File: config.mk
export PLATFORM = sky130hd
export DESIGN_NAME = ssp_rx_ctrl_flat
export DESIGN_NICKNAME = d
export VERILOG_FILES = /design/src/rtl/ssp_pkg.sv /design/src/rtl/ssp_rx_ctrl_if.sv /design/src/rtl/ssp_sync_fifo.sv /design/src/rtl/ssp_rx_ctrl.sv /design/src/flat_wrapper.sv
export SDC_FILE = /design/constraint.sdc
export NUM_CORES = 1
export LEC_CHECK = 0
export ABC_AREA = 1
export CAP_MARGIN = 20
export CELL_PAD_IN_SITES_DETAIL_PLACEMENT = 0
export CELL_PAD_IN_SITES_GLOBAL_PLACEMENT = 1
export CORE_MARGIN = 4
export CORE_UTILIZATION = 43
export CTS_CLUSTER_DIAMETER = 80
export DETAILED_ROUTE_END_ITERATION = 8
export PLACE_DENSITY_LB_ADDON = 0.1
export RECOVER_POWER = 25
export SYNTH_ARGS = -nofsm -noshare
export SYNTH_HDL_FRONTEND = slang
export SYNTH_SLANG_ARGS = --single-unit
File: constraint.sdc
create_clock -name PCLK -period 2.09 [get_ports PCLK]
set_input_delay 0.418 -clock PCLK [delete_from_list [all_inputs] [get_ports PCLK]]
set_output_delay 0.418 -clock PCLK [all_outputs]
set_load 0.03 [all_outputs]
File: src/rtl/ssp_pkg.sv
// ---------------------------------------------------------------------------
// ssp_pkg
// Shared definitions for the SSP receive-side controller:
//   SSP_DW    - default data width
//   SSP_DEPTH - default receive FIFO depth (power of 2)
//   SSP_AW    - default FIFO pointer width, log2(SSP_DEPTH)
//   rd_state_e - read-handshake FSM encoding (IDLE=0, HOLD=1)
// ---------------------------------------------------------------------------
package ssp_pkg;

  localparam int SSP_DW    = 8;
  localparam int SSP_DEPTH = 4;
  localparam int SSP_AW    = 2;

  typedef enum logic {
    IDLE = 1'b0,  // waiting for a read select
    HOLD = 1'b1   // read taken; wait for PSEL to drop
  } rd_state_e;

endpackage : ssp_pkg

File: src/rtl/ssp_rx_ctrl_if.sv
// ---------------------------------------------------------------------------
// ssp_rx_ctrl_if
// Bundles the APB-style read port, the serial-receiver push port and the
// status outputs of ssp_rx_ctrl.
//   master modport: drives PSEL, PWRITE, rx_wr_strobe, rx_data;
//                   observes PRDATA and status.
//   slave modport : the controller; the reverse directions.
// ---------------------------------------------------------------------------
interface ssp_rx_ctrl_if #(
  parameter int DW = ssp_pkg::SSP_DW,
  parameter int AW = ssp_pkg::SSP_AW
);

  logic          PSEL;
  logic          PWRITE;
  logic          rx_wr_strobe;
  logic [DW-1:0] rx_data;
  logic [DW-1:0] PRDATA;
  logic          rx_fifo_full;
  logic          SSPRXINTR;
  logic          rx_empty;
  logic          rx_overrun;
  logic [AW:0]   rx_count;

  modport master (
    output PSEL, PWRITE, rx_wr_strobe, rx_data,
    input  PRDATA, rx_fifo_full, SSPRXINTR, rx_empty, rx_overrun, rx_count
  );

  modport slave (
    input  PSEL, PWRITE, rx_wr_strobe, rx_data,
    output PRDATA, rx_fifo_full, SSPRXINTR, rx_empty, rx_overrun, rx_count
  );

endinterface : ssp_rx_ctrl_if

File: src/rtl/ssp_sync_fifo.sv
// ---------------------------------------------------------------------------
// ssp_sync_fifo
// Single-clock FIFO: storage, read/write pointers and occupancy count.
// Ports:
//   clk, rst         - clock, asynchronous active-high reset
//   push, wr_data    - store wr_data at the tail (caller guarantees room,
//                      or a simultaneous pop when full)
//   pop, rd_data     - rd_data always shows the head; pop advances it
//   count            - occupancy, 0..DEPTH
//   full, empty      - decoded from count
// ---------------------------------------------------------------------------
module ssp_sync_fifo
  import ssp_pkg::*;
#(
  parameter int DW    = SSP_DW,
  parameter int DEPTH = SSP_DEPTH,
  parameter int AW    = SSP_AW
) (
  input  logic          clk,
  input  logic          rst,
  input  logic          push,
  input  logic          pop,
  input  logic [DW-1:0] wr_data,
  output logic [DW-1:0] rd_data,
  output logic [AW:0]   count,
  output logic          full,
  output logic          empty
);

  localparam logic [AW:0] CNT_FULL = (AW+1)'(DEPTH);

  logic [DW-1:0] mem [DEPTH];
  logic [AW-1:0] wr_ptr_q, wr_ptr_d;
  logic [AW-1:0] rd_ptr_q, rd_ptr_d;
  logic [AW:0]   count_q,  count_d;

  always_comb begin
    // NOTE: every always_comb output gets a default first so no path leaves
    // it unassigned, which would infer a latch.
    wr_ptr_d = wr_ptr_q;
    rd_ptr_d = rd_ptr_q;
    count_d  = count_q;
    // Pointers are AW bits and wrap from DEPTH-1 to 0 on their own.
    if (push) wr_ptr_d = wr_ptr_q + AW'(1);
    if (pop)  rd_ptr_d = rd_ptr_q + AW'(1);
    unique case ({push, pop})
      2'b10:   count_d = count_q + (AW+1)'(1);
      2'b01:   count_d = count_q - (AW+1)'(1);
      default: count_d = count_q;
    endcase
  end

  always_ff @(posedge clk or posedge rst) begin
    // NOTE: sequential state uses non-blocking assignments so every flop
    // samples pre-edge values, independent of statement order.
    if (rst) begin
      wr_ptr_q <= '0;
      rd_ptr_q <= '0;
      count_q  <= '0;
    end else begin
      wr_ptr_q <= wr_ptr_d;
      rd_ptr_q <= rd_ptr_d;
      count_q  <= count_d;
    end
  end

  // NOTE: storage is deliberately left out of reset; the count and pointers
  // define what is valid, and a resettable array costs a reset tree per bit.
  always_ff @(posedge clk) begin
    if (push) mem[wr_ptr_q] <= wr_data;
  end

  // When full, a push and pop share one slot; the head is read before the
  // write lands, so the popped byte is the old one.
  assign rd_data = mem[rd_ptr_q];
  assign count   = count_q;
  assign full    = (count_q == CNT_FULL);
  assign empty   = (count_q == '0);

endmodule : ssp_sync_fifo

File: src/rtl/ssp_rx_ctrl.sv
// ---------------------------------------------------------------------------
// ssp_rx_ctrl
// Receive-side controller of the SSP block (PCLK domain). Turns each rising
// edge of rx_wr_strobe into one FIFO push, serves one pop per PSEL read
// assertion into the registered PRDATA, and tracks a sticky overrun flag.
// Ports:
//   PCLK  - clock, rising edge
//   CLEAR - asynchronous active-high reset
//   bus   - ssp_rx_ctrl_if.slave: PSEL/PWRITE/PRDATA read port,
//           rx_wr_strobe/rx_data push port, rx_fifo_full, SSPRXINTR,
//           rx_empty, rx_overrun, rx_count status
// ---------------------------------------------------------------------------
module ssp_rx_ctrl
  import ssp_pkg::*;
#(
  parameter int DW    = SSP_DW,
  parameter int DEPTH = SSP_DEPTH,
  parameter int AW    = SSP_AW
) (
  input  logic          PCLK,
  input  logic          CLEAR,
  ssp_rx_ctrl_if.slave  bus
);

  logic          strobe_q,  strobe_d;
  rd_state_e     state_q,   state_d;
  logic [DW-1:0] prdata_q,  prdata_d;
  logic          overrun_q, overrun_d;

  logic          push_evt, rd_req, pop, push;
  logic          full, empty;
  logic [DW-1:0] head;
  logic [AW:0]   count;

  assign push_evt = bus.rx_wr_strobe & ~strobe_q;
  // Only the first cycle of a read select counts; HOLD absorbs the rest.
  assign rd_req   = (state_q == IDLE) & bus.PSEL & ~bus.PWRITE;
  assign pop      = rd_req & ~empty;
  // A push into a full FIFO is still accepted if a pop frees the slot now.
  assign push     = push_evt & (~full | pop);

  always_comb begin
    strobe_d  = bus.rx_wr_strobe;
    state_d   = state_q;
    prdata_d  = prdata_q;
    overrun_d = overrun_q;

    unique case (state_q)
      IDLE: if (rd_req) begin
        state_d  = HOLD;
        prdata_d = empty ? '0 : head;
      end
      HOLD: if (!bus.PSEL) state_d = IDLE;
      default: state_d = IDLE;
    endcase

    // Clear has priority over set.
    if (pop)                   overrun_d = 1'b0;
    else if (push_evt && full) overrun_d = 1'b1;
  end

  always_ff @(posedge PCLK or posedge CLEAR) begin
    if (CLEAR) begin
      strobe_q  <= 1'b0;
      state_q   <= IDLE;
      prdata_q  <= '0;
      overrun_q <= 1'b0;
    end else begin
      strobe_q  <= strobe_d;
      state_q   <= state_d;
      prdata_q  <= prdata_d;
      overrun_q <= overrun_d;
    end
  end

  ssp_sync_fifo #(
    .DW    (DW),
    .DEPTH (DEPTH),
    .AW    (AW)
  ) u_fifo (
    .clk     (PCLK),
    .rst     (CLEAR),
    .push    (push),
    .pop     (pop),
    .wr_data (bus.rx_data),
    .rd_data (head),
    .count   (count),
    .full    (full),
    .empty   (empty)
  );

  assign bus.PRDATA       = prdata_q;
  assign bus.rx_fifo_full = full;
  assign bus.SSPRXINTR    = full;
  assign bus.rx_empty     = empty;
  assign bus.rx_overrun   = overrun_q;
  assign bus.rx_count     = count;

endmodule : ssp_rx_ctrl

File: src/flat_wrapper.sv
// flat-port wrapper written by rule: the top's interface ports become plain ports
module ssp_rx_ctrl_flat import ssp_pkg::*;
#(
  parameter int DW    = SSP_DW,
  parameter int DEPTH = SSP_DEPTH,
  parameter int AW    = SSP_AW
)
  (PCLK, CLEAR, bus_PSEL, bus_PWRITE, bus_rx_wr_strobe, bus_rx_data, bus_PRDATA, bus_rx_fifo_full, bus_SSPRXINTR, bus_rx_empty, bus_rx_overrun, bus_rx_count);
  ssp_rx_ctrl_if #(.DW(DW), .AW(AW)) bus_i ();
  input  logic PCLK;
  input  logic CLEAR;
  input wire logic [$bits(bus_i.PSEL)-1:0] bus_PSEL;
  input wire logic [$bits(bus_i.PWRITE)-1:0] bus_PWRITE;
  input wire logic [$bits(bus_i.rx_wr_strobe)-1:0] bus_rx_wr_strobe;
  input wire logic [$bits(bus_i.rx_data)-1:0] bus_rx_data;
  output wire logic [$bits(bus_i.PRDATA)-1:0] bus_PRDATA;
  output wire logic [$bits(bus_i.rx_fifo_full)-1:0] bus_rx_fifo_full;
  output wire logic [$bits(bus_i.SSPRXINTR)-1:0] bus_SSPRXINTR;
  output wire logic [$bits(bus_i.rx_empty)-1:0] bus_rx_empty;
  output wire logic [$bits(bus_i.rx_overrun)-1:0] bus_rx_overrun;
  output wire logic [$bits(bus_i.rx_count)-1:0] bus_rx_count;
  assign bus_i.PSEL = bus_PSEL;
  assign bus_i.PWRITE = bus_PWRITE;
  assign bus_i.rx_wr_strobe = bus_rx_wr_strobe;
  assign bus_i.rx_data = bus_rx_data;
  assign bus_PRDATA = bus_i.PRDATA;
  assign bus_rx_fifo_full = bus_i.rx_fifo_full;
  assign bus_SSPRXINTR = bus_i.SSPRXINTR;
  assign bus_rx_empty = bus_i.rx_empty;
  assign bus_rx_overrun = bus_i.rx_overrun;
  assign bus_rx_count = bus_i.rx_count;
  ssp_rx_ctrl #(.DW(DW), .DEPTH(DEPTH), .AW(AW)) u_core (.PCLK(PCLK), .CLEAR(CLEAR), .bus(bus_i));
endmodule
==> impl_metrics.ini, run 1 <==
[setup_path]
reg2reg_to = u_core.u_fifo.count[2]
cp_common_cell = inv_1
worstSetupPathType = in2reg
worst_path_max_delay_cell = fa_1
path_max_fanout = 3
worstSetupEndpointType = register
crit_end = u_core.u_fifo.count[2]
startpoint = bus_rx_wr_strobe
r2r_cells = 10
crit_required_ps = 2340
regToRegSetupSlack_ps = 430
crit_arrival_ps = 2160
crit-reg2reg-launch = u_core.strobe_q
start_kind = primary input
path_cells = clkdlybuf4s50_1, inv_1, nor2_4, buf_4, inv_1, nand3_2, fa_1, inv_1, nand4_1, nand3_1, nand2_1, inv_1
cp_slowest_stage_delay_ps = 440

[timing]
finalHoldViolCount = 0
finalCritPeriodShare_pct = 91.45
fin_setup_tns_ps = 0
finalHoldWorstSlack_ps = 489.9
worst_slew_pin_slew_ps = 685.0
relSlewSlack_pct = 54.16
rsz0062_at_grt = no
slew_viol_final = 0
min_period_ps = 1911
clock_skew_ps = 3.096
fmax_ghz = 0.5232
final-setup-viol-count = 0

[floorplanning]
num_rows = 25
die_w_um = 78.48
boundaryPins = 28
start_util_pct = 44.92
fp.dieH_um = 78.48
core_um2 = 4755
dieArea_um2 = 6158

[pwr]
cellPowerDensity_nw_per_um2 = 1293
ir_worst_vdd_mv = 0.5310
p_leak_uw = 0.001067
finalPower_uw = 3310

[global_route]
antenna_found_initial = 0
grt_usage_pct = 12.95
grt_max_degree = 19
grt.overflow.total = 0
grt_pass1_wl_um = 6051
grt_pass1_vias = 1292

[routing]
wl_um = 3664
drtIter0Drc = 72
wl_per_cell_um = 12.99
ant_nets = 0
avgViaCountPerCell = 4.713
drc = 0
num_vias = 1329
dr.pass1.iters = 4

[outcome]
status = finished, final reports clean

[cells_and_area]
nFillCells = 428
syn_to_final_growth_pct = 19.86
final_cell_mix = edfxtp_1, nand2_1, nor2_1, inv_1, dfrtp_1
nets = 232
final_util_pct = 53.84
stdcell_count = 282
final_common_cell = edfxtp_1
drive_above_1_share_pct = 12.56
n_antenna_cell = 0

[cts]
cts.sinks = 50
cts-root-buf = clkbuf_8
cts_setup_buffers = 0
clkTransAtPathRegs_ps = 100
cts-hold-fix-buffers = 0
cts_buffers = 5
htreeDepth = 2
clk_latency_ps = 300
cts_max_path_buffers = 2
cts_tree = done

[hold_path]
hold_class = reg2reg
worstHoldStart = u_core.bus.PRDATA[6]

[yosys]
synth.largest_area_cell = edfxtp_1
synth_area_leaders = edfxtp_1, dfrtp_1, nand2_1
syn_nets = 201
synth_seq_area_share_pct = 66.08
syn_avg_cell_area_um2 = 11.67
ys_types = 27
yosysTopAreaCellShare_pct = 44.99
synth-seq-cells = 50
synthCells = 183
yosys_warnings = 0
synth_area_um2 = 2136

[placement]
dp_hpwl_um = 2869
port_buffers = 27
post-place-cells = 274
gp_congestion = 0.7767

[flow_run]
maxCapViolCount = 0
## cells by family (layout without fill, tap and decap cells)
family                     count (synthesis)  after routing  synth area share, %
AOI/OAI and AO/OA                         29             29                7.792
xor gates and xnor gates                   3              3                1.230
adders and majority gates                  5              5                3.281
buffers and inverters                     28             60                6.150
DFF                                       50             50                66.08
and+or+nand+nor                           68             68                15.47
## Yosys cell counts
master and count:
inv_2 2, nand3_2 5, clkinv_2 1, o21ai_4 1
o21ai_0 16, dfrtp_1 18, nor2_2 1, buf_6 1
nand3_1 2, buf_4 3, nor2_1 25, inv_4 2
nand4_1 1, edfxtp_1 32, inv_1 18, ha_1 4
nand2_4 1, buf_2 1, fa_1 1, nand2_2 2
nand2_1 29, o22ai_1 8, o21ai_1 2, nor2_4 1
a21oi_1 2, xor2_1 3, nor2_8 1
## layer usage
metal  wire [um]  up-vias  share of wire, %  GRT usage, %
li1            -      669                 -             -
met1        1844      617                50         18.60
met2        1585       38                43         19.35
met3         200        5               5.5         3.440
met4          34        0              0.93         3.671
met5           0        -                 0             0
## area by class of cell
cell class                      count  area [um2]  share of cell area, %
Timing Repair Buffer               29       281.5                  11.00
Multi-Input combinational cell    105       593.1                  23.17
Clock buffer                        5       68.82                  2.688
Inverter                           23       92.59                  3.617
Sequential cell                    50        1411                  55.13
Clock inverter                      3       28.78                  1.124
Tap cell                           67       83.83                  3.275
## through the flow
step	instance area, um2	setup WS [ps]
floorplan	2136	376.5
detailed placement	2466	-133.9
CTS	2560	160.8
global placement	2466	-104.4
global route	2560	54.67
finish	2560	178.8
## power breakdown
group          internal, uW  switching (uW)
Combinational           485             791
Clock                   250             336
Sequential             1270             172
## repair_timing
action                                 in CTS  in global routing
setup endpoints to repair                   3                  0
endpoints found under the hold margin       0                  0
resized for setup                           3                  0
## sequential cells by signal, indices dropped and copies added (netlist names)
signal,count
u_core.u_fifo.count,3
u_core.bus.PRDATA,8
u_core.strobe_q,1
u_core.u_fifo.wr_ptr_q,2
u_core.state_q,1
u_core.u_fifo.mem,32
u_core.bus.rx_overrun,1
u_core.u_fifo.rd_ptr_q,2
## worst max-delay path, delay by kind of cell
kind,cells,cell delay [ps]
simple gates,5,390
buf+inv,6,910
fa+ha+maj,1,440
## worst min-delay path by stage
stage	to	slack (ps)	cells past startpoint
3_3_place_gp	u_core.bus.PRDATA[6]	460	2
2_1_floorplan	u_core.bus.PRDATA[0]	360	1
4_1_cts	u_core.bus.PRDATA[6]	490	2
3_5_place_dp	u_core.bus.PRDATA[6]	470	2
5_1_grt	u_core.bus.PRDATA[7]	520	2
6_report	u_core.bus.PRDATA[6]	490	2
Note: power is estimated with default switching activity, not from simulation.
==> run 2: changes to the inputs <==
- REMOVE_ABC_BUFFERS: default -> 1
==> run 2 against run 1 <==
Compared with the run above:
- power rose by 0.73%
- first-iteration DRC count increased by 11%
- final area is 0.24% higher
- largest power group unchanged
- critical endpoint is now bus_rx_fifo_full
==> impl_metrics.ini, run 2 (synthesis results as in run 1) <==
[timing]
finalCritPeriodShare_pct = 91.02
final-setup-viol-count = 0
finalHoldWorstSlack_ps = 483.1
fmax_ghz = 0.5257
clock_skew_ps = 5.164
relSlewSlack_pct = 34.14
rsz0062_at_grt = no
slew_viol_final = 0
worst_slew_pin_slew_ps = 987.9
min_period_ps = 1902
worst_slack_ps = 187.8
finalHoldViolCount = 0

[global_route]
grt_pass1_wl_um = 6720
grt_usage_pct = 14.51
grt.overflow.total = 0
grt_max_degree = 19
antenna_found_initial = 0
grt_pass1_vias = 1406

[setup_path]
crit_arrival_ps = 1480
worst_path_max_delay_cell = dfrtp_1
start_kind = register
r2r_cells = 4
worstSetupEndpointType = output pin
worstSetupPathType = reg2out
path_max_fanout = 5
crit_required_ps = 1670
cp_slowest_stage_delay_ps = 420
path_cells = inv_2, nand3_2, inv_1, dlygate4sd2_1

[placement]
dp_hpwl_um = 2944
dpl-instance-area_um2 = 2489
place_ws_ps = -201.5
port_buffers = 27
gp_congestion = 0.7153

[hold_path]
min_path_cells = 2
hold_class = reg2reg

[floorplanning]
boundaryPins = 28
core_um2 = 4755
num_rows = 25
die_w_um = 78.48
fp.dieH_um = 78.48
start_util_pct = 44.92
dieArea_um2 = 6158

[routing]
wl_um = 4021
wl_per_cell_um = 14.11
drc = 0
avgViaCountPerCell = 4.786
ant_nets = 0
drtIter0Drc = 80
dr.pass1.iters = 4
num_vias = 1364

[cts]
cts_tree = done
cts-root-buf = clkbuf_8
clkTransAtPathRegs_ps = 90
clk_latency_ps = 300
htreeDepth = 2
cts_max_path_buffers = 2
cts_buffers = 5
cts.sinks = 50

[cells_and_area]
final_cell_mix = edfxtp_1, nand2_1, nor2_1, clkdlybuf4s50_1
final_common_cell = edfxtp_1
nets = 235
largest_reg_flops = 32
drive_above_1_share_pct = 12.84
largest-register = u_core.u_fifo.mem
syn_to_final_growth_pct = 20.15
n_antenna_cell = 0
design_area_um2 = 2566

[outcome]
status = finished, final reports clean

[flow_run]
maxCapViolCount = 0

[pwr]
p_leak_uw = 0.001067
ir_worst_vdd_mv = 0.6902
cellPowerDensity_nw_per_um2 = 1299
==> run 2: changes by cell type in the layout (fill, tap and decap cells not counted) <==
cell and change:
clkbuf_1 +1, clkinv_1 +1, dlygate4sd3_1 -4, inv_6 -1, inv_8 -1, buf_4 +2, clkinv_2 +1, clkdlybuf4s50_1 +4
clkinv_4 -1, clkinvlp_4 +1
==> run 2: area by class of cell <==
| cell class | count | area [um2] |
|---|---|---|
| Timing Repair Buffer | 32 | 300.3 |
| Clock inverter | 3 | 16.27 |
| Clock buffer | 5 | 68.82 |
| Multi-Input combinational cell | 105 | 593.1 |
| Fill cell | 447 | 2188 |
| Sequential cell | 50 | 1411 |
| Tap cell | 67 | 83.83 |
| Inverter | 23 | 92.59 |
==> run 2: final timing paths <==
kind / slack (ps) / end / from
hold / removal: 480 / u_core.bus.PRDATA[6] / u_core.bus.PRDATA[6]
min in group asynchronous: 850 / u_core.u_fifo.count[0] / CLEAR
hold reg to reg: 480 / u_core.bus.PRDATA[6] / u_core.bus.PRDATA[6]
setup / recovery: 190 / bus_rx_fifo_full / u_core.u_fifo.count[0]
max in group asynchronous: 650 / u_core.u_fifo.wr_ptr_q[1] / CLEAR
setup reg to reg: 390 / u_core.u_fifo.mem[3][3] / u_core.u_fifo.count[1]
==> run 2: metrics by stage <==
| stage | TNS [ps] | power [uW] | instances | util, % |
|---|---|---|---|---|
| 6_report | 0 | 3334 | 285 | 53.97 |
| 5_1_grt | 0 | 3584 | 285 | 53.97 |
| 4_1_cts | 0 | 3384 | 285 | 54.05 |
| 3_5_place_dp | -3902 | 2862 | 277 | 52.34 |
| 3_3_place_gp | -2256 | 2829 | 277 | 52.34 |
| 2_1_floorplan | 0 | 2307 | 178 | - |
==> run 2: power by group <==
| part | internal, uW | switching, uW |
|---|---|---|
| Sequential | 1270 | 175 |
| Combinational | 502 | 843 |
| Clock | 230 | 309 |
==> run 2: what timing repair did <==
| action | CTS | global route |
|---|---|---|
| buffers inserted | 0 | 0 |
| setup endpoints to repair | 3 | 0 |
| hold buffers | 0 | 0 |
| gates resized for setup | 3 | 0 |
==> run 2: layer usage <==
layer / vias to the layer above / GRT usage [%] / part of all wire [%]
li1: 671 / - / -
met1: 658 / 18.02 / 45
met2: 30 / 23.97 / 50
met3: 5 / 5.161 / 4.1
met4: 0 / 4.021 / 1.1
met5: - / 0 / 0
==> run 2: worst max-delay path, delay by kind of cell, from the launching register on <==
family                 cells  cell delay [ps]
and+or+nand+nor            1              150
DFF                        1              420
buffers and inverters      3              610
==> run 3: changes to the inputs <==
- ABC_CLOCK_PERIOD_IN_PS: default -> 2090
==> results of run 3 <==
The final DEF is identical to that of run 2; final timing and power are the same.
